File: config.mk
export PLATFORM = sky130hd
export DESIGN_NAME = fft_input_loader
export DESIGN_NICKNAME = d
export VERILOG_FILES = /design/src/rtl/fft_input_loader.sv
export SDC_FILE = /design/constraint.sdc
export NUM_CORES = 1
export LEC_CHECK = 0
export ABC_CLOCK_PERIOD_IN_PS = 2750
export CAP_MARGIN = 5
export CORE_MARGIN = 3
export CORE_UTILIZATION = 43
export CTS_BUF_LIST = sky130_fd_sc_hd__clkbuf_8
export CTS_CLUSTER_SIZE = 24
export DETAILED_ROUTE_END_ITERATION = 16
export PLACE_DENSITY = 0.91
export SYNTH_ARGS = -nofsm -noshare
export SYNTH_HDL_FRONTEND = slang
export SYNTH_SLANG_ARGS = --single-unit
File: constraint.sdc
create_clock -name clk -period 2.75 [get_ports clk]
set_input_delay 0.4125 -clock clk [delete_from_list [all_inputs] [get_ports clk]]
set_output_delay 0.4125 -clock clk [all_outputs]
set_load 0.02 [all_outputs]
File: src/rtl/fft_input_loader.sv
// fft_input_loader: streams packed complex FP4 samples into the filling bank of the FFT ping-pong memory.
// Latency: writes are combinational with the accepted sample; start follows the 32nd write by two cycles.
// Backpressure: s_ready drops while padding a short frame and while a full bank waits for the core to release its bank.
//
// Optional feature macro: FFT_LOADER_BITREV_EN
//   defined   -> wr_addr = bitrev5(cnt), so the core can run in-place DIT on natural-order reads
//   undefined -> wr_addr = cnt, natural order (the core does its own reordering)
//
// Bank ownership: the core reads bank bank_sel, the loader fills !bank_sel. A bank is
// handed over only once it is completely written (real samples plus zero padding) and
// the core has released the bank it is currently working on.

module fft_input_loader #(
  parameter int N = 32
) (
  input  logic       clk,
  input  logic       rst,
  input  logic       s_valid,
  output logic       s_ready,
  input  logic [7:0] s_data,
  input  logic       s_last,
  output logic       wr_en,
  output logic [4:0] wr_addr,
  output logic [7:0] wr_data,
  output logic       bank_sel,
  output logic       start,
  input  logic       core_done,
  output logic       short_frame
);

  // Index of the final slot of a frame; the address width is fixed at 5 bits.
  localparam logic [4:0] LAST_SLOT = 5'(N - 1);

  typedef enum logic [1:0] {
    FILL = 2'd0,
    PAD  = 2'd1,
    FULL = 2'd2
  } state_t;

  state_t     state;
  logic [4:0] cnt;
  logic       core_owned;

  logic       xfer;
  logic       last_slot;
  logic       swap;
  logic [4:0] addr_map;

`ifdef FFT_LOADER_BITREV_EN
  // Reverse the five address bits so natural-order input lands in DIT order.
  function automatic logic [4:0] bitrev5(input logic [4:0] a);
    logic [4:0] r;
    for (int i = 0; i < 5; i++) begin
      r[i] = a[4-i];
    end
    return r;
  endfunction
`endif

  // Handshake and frame-boundary decode shared by the write path and the FSM.
  assign s_ready   = !rst && (state == FILL);
  assign xfer      = s_valid && s_ready;
  assign last_slot = (cnt == LAST_SLOT);
  assign swap      = (state == FULL) && (!core_owned || core_done);

  // Slot-to-address mapping selected at build time.
  always_comb begin
`ifdef FFT_LOADER_BITREV_EN
    addr_map = bitrev5(cnt);
`else
    addr_map = cnt;
`endif
  end

  // Write port: real samples during FILL, zeros during PAD, idle otherwise; the
  // memory captures on the same edge as the handshake.
  always_comb begin
    wr_en       = 1'b0;
    wr_addr     = 5'd0;
    wr_data     = 8'h00;
    short_frame = 1'b0;
    if (!rst) begin
      wr_addr = addr_map;
      if (xfer) begin
        wr_en   = 1'b1;
        wr_data = s_data;
      end else if (state == PAD) begin
        wr_en       = 1'b1;
        wr_data     = 8'h00;
        // Flag the padded frame on the write that completes it.
        short_frame = last_slot;
      end
    end
  end

  // Frame FSM, slot counter, bank ownership and the registered start pulse.
  always_ff @(posedge clk) begin
    if (rst) begin
      state      <= FILL;
      cnt        <= 5'd0;
      core_owned <= 1'b0;
      bank_sel   <= 1'b0;
      start      <= 1'b0;
    end else begin
      start <= 1'b0;
      // A release from the core frees its bank regardless of loader state; a
      // release while the core owns nothing is harmless.
      if (core_done) begin
        core_owned <= 1'b0;
      end
      case (state)
        FILL: begin
          if (xfer) begin
            cnt <= cnt + 5'd1;
            if (last_slot) begin
              // s_last on the 32nd sample is the normal end of a frame.
              state <= FULL;
            end else if (s_last) begin
              state <= PAD;
            end
          end
        end
        PAD: begin
          cnt <= cnt + 5'd1;
          if (last_slot) begin
            state <= FULL;
          end
        end
        FULL: begin
          if (swap) begin
            bank_sel   <= ~bank_sel;
            start      <= 1'b1;
            core_owned <= 1'b1;
            cnt        <= 5'd0;
            state      <= FILL;
          end
        end
        default: begin
          state <= FILL;
        end
      endcase
    end
  end

endmodule
==> impl_metrics.csv, run 1 <==
group,metric,value,unit
clocking,cts_hold_buf,0,
synth,syn-num-nets,85,
drt,drt-pass1-iter-count,4,
worst_setup_path,arrival,2.23,ns
sta,tightest_slew,0.394,ns
clocking,cts.sinks,10,
grt,grt_overflow_total,0,
clocking,clock_latency,0.24,ns
synth,ys_seq_area_share,33.1,%
worst_setup_path,r2r_slack,1.11,ns
finish,layout.nets,117,
placed_design,dp.final_hpwl,1150,µm
drt,routed-via-count,602,
power,peakVddDrop,0.310,mV
synth,yosysTopAreaCellShare,33.1,%
synth,synthTopCellsByArea,"dfxtp_1 33%, and2_1 8.3%, nor2b_1 7.2%",
drt,wire_per_inst,13.3,µm
grt,grt_pass1_vias,577,
power,total_power,435,µW
worst_setup_path,cpMostUsedCell,"clkdlybuf4s50_1",
floorplan,coreArea,1220,µm²
synth,post_synth_num_cell_types,29,
run_status,status,"finished clean",
synth,async_flop_share,0,%
clocking,cts_tree,"yes",
power,p_per_area,456,nW/µm²
worst_setup_path,required,2.34,ns
synth,ys.flop_type,"dfxtp_1",
sta,fmax,379,MHz
sta,maxSlewViolCount,0,
drt,ant_nets,0,
clocking,htreeDepth,1,
sta,whs,0.501,ns
worst_setup_path,crit_family,"buffers and inverters",
sta,fin_crit_sh,95.9,%
floorplan,start_util,49.8,%
sta,fin_ws,0.112,ns
synth,yosys-top-cells-count,"10 x dfxtp_1, 8 x and2_1, 7 x nor2b_1",
sta,final.setup_skew,0.00179,ns
sta,rsz0062_at_grt,"false",
hold_path,hold_path_class,"register to register",
synth,synthCells,70,
finish,drive_gt1_share,8.91,%
synth,ys_ff_latch,10,
grt,antenna_found_initial,0,
floorplan,die-area,1890,µm²
drt,drt_iter0_markers,12,
worst_setup_path,r2r-start,"addr_map[0]",
floorplan,die_x,43.5,µm
grt,grt_pass1_wl,2480,µm
placed_design,place_ws,0.0992,ns
worst_setup_path,slowest_delay,0.61,ns
clocking,clock_path_buffers,2,
worst_setup_path,startpoint_type,"primary input",
worst_setup_path,critPathKind,"primary input to output port",
synth,syn_avg_cell_area,8.65,µm²
worst_setup_path,cp_slowest_cell,"clkdlybuf4s50_1",
sta,layout_min_cycle_time,2.64,ns
worst_setup_path,r2r_end,"state[0]",
sta,finalSetupViolations,0,
clocking,cts_resized,0,
synth,synth_edf_count,0,
worst_setup_path,worstPathCellList,"clkdlybuf4s50_1, nor2b_4, nor3b_2, and2_1, clkdlybuf4s50_1",
floorplan,io_pins,31,
synth,yosysTopAreaCell,"dfxtp_1",
synth,syn_area,606,µm²
floorplan,rows,12,
grt,grt_start_max_net_pins,19,
finish,antenna_cells,0,
synth,yosysMostFrequentCell,"dfxtp_1",
clocking,cts_root_buf,"clkbuf_8",
sta,maxSlewHeadroom,73.7,%
worst_setup_path,crit_buf_inv,2,
synth,yosys_warnings,0,
drt,viasPerCell,5.23,
worst_setup_path,reg2regPathDepth,6,
floorplan,die_h,43.5,µm
drt,drt-total-wl,1530,µm
grt,track_usage,17.8,%
job,drv_cap,0,
placed_design,gp_congestion,0.758,
placed_design,io_buffers,30,
sta,setup_tns,0,ns
finish,area_growth_syn_to_layout,57.6,%
hold_path,min_from,"addr_map[2]",
power,p_leak,0.000356,µW
drt,drc,0,
hold_path,hold_depth,1,
clocking,path_clk_slew,0.05,ns
clocking,cts_made_buffers,3,
hold_path,min_to,"addr_map[2]",
worst_setup_path,crit_fanout,8,
clocking,postCtsSetupBuffers,0,
sta,hold_viol_final,0,
worst_setup_path,critPathCaptureType,"output port",
stage by stage:
stage	cell area [µm²]	util (%)	instances
detailed placement	900	74.0	111
CTS	955	78.5	115
global placement	900	74.0	111
floorplan	606	-	70
global route	955	78.5	115
finish	955	78.5	115
flip-flops by register name (all words and copies together), names as in the netlist:
name / count
core_owned: 1
bank_sel: 1
addr_map: 5
start: 1
state: 2
cells by family (layout without fill, tap and decap cells):
logic type / after synthesis / count (layout) / synth area share [%]
XOR/XNOR: 1 / 1 / 1.45
AO/OA/AOI/OAI: 12 / 12 / 16.5
adder cells (fa/ha/maj): 2 / 2 / 4.13
buffers and inverters: 7 / 38 / 7.02
flip-flops: 10 / 10 / 33.1
AND/OR/NAND/NOR: 38 / 38 / 37.8
final cells by class:
cell class	instances	area (µm²)
clock buffer	4	55.1
timing repair buffer	31	308
fill	79	262
tap	14	17.5
multi-input combinational	53	363
inverter	3	11.3
sequential	10	200
per-layer routing:
metal	share of wire [%]	vias up	GRT usage [%]
li1	-	308	-
met1	43	262	20.4
met2	46	30	27.7
met3	9.0	2	7.88
met4	1.8	0	9.04
met5	0	-	0
layout by cell type, fill, tap and decap left out, types with 2 or more instances in the layout:
master and instances:
nand3_1 6, nor2_1 3, o41ai_1 3, inv_1 3
clkbuf_8 4, clkdlybuf4s50_1 30, ha_1 2, nor2b_1 7
and2_1 8, dfxtp_1 10, nand2b_1 2, a21oi_1 3
nand2_1 2, nor3_1 3
report_power, final:
part           total (µW)  internal (µW)  switching, µW
clock network         186            126           60.2
logic                90.1           49.6           40.4
registers             159            151           7.92
worst register-to-register path: stages, from the launching register on:
cell and delay [ns]:
dfxtp_1 0.33, ha_1 0.21, and3_1 0.18, ha_1 0.22, o32a_1 0.36, a21oi_1 0.15, nor4_1 0.06
worst max-delay path by stage:
stage | start | to | cells after the start
after global placement | s_valid | wr_data[2] | 5
after floorplan | addr_map[0] | short_frame | 5
after detailed placement | s_valid | wr_data[5] | 5
after CTS | s_valid | wr_data[5] | 5
after global routing | s_valid | wr_data[6] | 5
final | s_valid | wr_data[5] | 5
Note: power is estimated with default switching activity, not from simulation.
==> run 2: changes to the inputs <==
ABC_CLOCK_PERIOD_IN_PS = 3380   (was 2750)
clock period = 3.38 ns   (was 2.75 ns; I/O delays follow)
==> run 2 against run 1 <==
Critical path depth did not move. Largest cell class unchanged. Sequential share of layout area did not move. Global-route usage rose by 2.1 points.
==> impl_metrics.csv, run 2 (synthesis gave the netlist of run 1 again) <==
group,metric,value,unit
placed_design,gp_congestion,0.776,
sta,tightest_slew,0.371,ns
finish,layout.nets,117,
sta,setup_tns,0,ns
clocking,cts_hold_buf,0,
sta,final.setup_skew,0.00608,ns
worst_setup_path,crit_fanout,8,
power,p_per_area,373,nW/µm²
clocking,cts_made_buffers,3,
sta,hold_viol_final,0,
sta,maxSlewHeadroom,75.2,%
grt,grt_overflow_total,0,
finish,final_common_cell,"clkdlybuf4s50_1",
drt,ant_nets,0,
sta,maxSlewViolCount,0,
sta,fmax,352,MHz
drt,drc,0,
worst_setup_path,critPathCaptureType,"output port",
floorplan,coreArea,1220,µm²
clocking,htreeDepth,1,
grt,grt_start_max_net_pins,19,
hold_path,hold_path_class,"register to register",
worst_setup_path,critPathKind,"primary input to output port",
clocking,cts.sinks,10,
finish,antenna_cells,0,
job,drv_cap,0,
sta,finalSetupViolations,0,
drt,drt-pass1-iter-count,4,
grt,antenna_found_initial,0,
placed_design,place_area,900,µm²
power,pwr-share-seq,36.2,%
finish,final_area,955,µm²
floorplan,die_h,43.5,µm
power,p_comb_share,20.4,%
power,p_clk_share,43.4,%
placed_design,dp.final_hpwl,1200,µm
power,peakVddDrop,0.245,mV
sta,rsz0062_at_grt,"false",
power,p_switching,90.2,µW
drt,viasPerCell,5.35,
clocking,clock_path_buffers,2,
floorplan,start_util,49.8,%
drt,drt_iter0_markers,8,
finish,largest_register_ffs,5,
clocking,postCtsSetupBuffers,0,
power,p_leak,0.000356,µW
finish,area_growth_syn_to_layout,57.6,%
floorplan,io_pins,31,
placed_design,io_buffers,30,
clocking,cts_resized,0,
run_status,status,"finished clean",
grt,grt_pass1_wl,2770,µm
grt,grt_pass1_vias,594,
drt,routed-via-count,615,
finish,layout_common_cells,"30 x clkdlybuf4s50_1, 10 x dfxtp_1, 8 x and2_1",
sta,layout_min_cycle_time,2.84,ns
floorplan,die-area,1890,µm²
grt,track_usage,19.8,%
drt,drt-total-wl,1620,µm
clocking,clock_latency,0.24,ns
clocking,path_clk_slew,0.05,ns
worst_setup_path,startpoint_type,"primary input",
finish,drive_gt1_share,8.91,%
worst_setup_path,arrival,2.33,ns
sta,fin_crit_sh,84.1,%
worst_setup_path,required,2.87,ns
power,intPower,266,µW
floorplan,rows,12,
finish,post-route-util,78.5,%
floorplan,die_x,43.5,µm
power,power_switching_share,25.4,%
clocking,cts_tree,"yes",
drt,wire_per_inst,14.1,µm
clocking,cts_root_buf,"clkbuf_8",
## run 2: power by group through the flow
stage / registers (µW) / logic, µW / clock network (µW)
after floorplan: 128 / 42.9 / 0
after global placement: 131 / 71.2 / 0
after detailed placement: 131 / 72.1 / 0
after CTS: 129 / 73.1 / 155
after global routing: 130 / 78.8 / 165
final: 129 / 72.5 / 154
## run 2: final cells by class
| class | count | area [µm²] |
|---|---|---|
| timing repair buffer | 31 | 308 |
| inverter | 3 | 11.3 |
| tap | 14 | 17.5 |
| clock buffer | 4 | 55.1 |
| multi-input combinational | 53 | 363 |
| sequential | 10 | 200 |
| fill | 77 | 262 |
## run 2: path summary, 6_finish.rpt
kind | start | endpoint | slack (ns) | cells past startpoint
hold / removal | addr_map[0] | addr_map[0] | 0.50 | 1
setup / recovery | s_valid | wr_data[5] | 0.54 | 5
setup reg to reg | addr_map[0] | state[0] | 1.75 | 6
hold reg to reg | addr_map[0] | addr_map[0] | 0.50 | 1
## run 2: through the flow
| step | hold slack (ns) | worst slack [ns] | std cells | power (µW) |
|---|---|---|---|---|
| 6_report | 0.501 | 0.539 | 115 | 356 |
| 4_1_cts | 0.500 | 0.513 | 115 | 357 |
| 2_1_floorplan | 0.451 | 1.51 | 70 | 171 |
| 3_3_place_gp | 0.483 | 0.606 | 111 | 202 |
| 3_5_place_dp | 0.491 | 0.537 | 111 | 203 |
| 5_1_grt | 0.529 | 0.380 | 115 | 373 |
## run 2: critical path, stage by stage
cell and delay (ns):
clkdlybuf4s50_1 0.49, nor2b_4 0.18, nor3b_2 0.35, and2_1 0.20, clkdlybuf4s50_1 0.61
## run 2: metal layers
layer | track usage [%] | vias to the layer above | part of all wire, %
li1 | - | 306 | -
met1 | 21.8 | 271 | 39
met2 | 32.7 | 34 | 50
met3 | 8.71 | 4 | 9.4
met4 | 9.04 | 0 | 1.8
met5 | 0 | - | 0
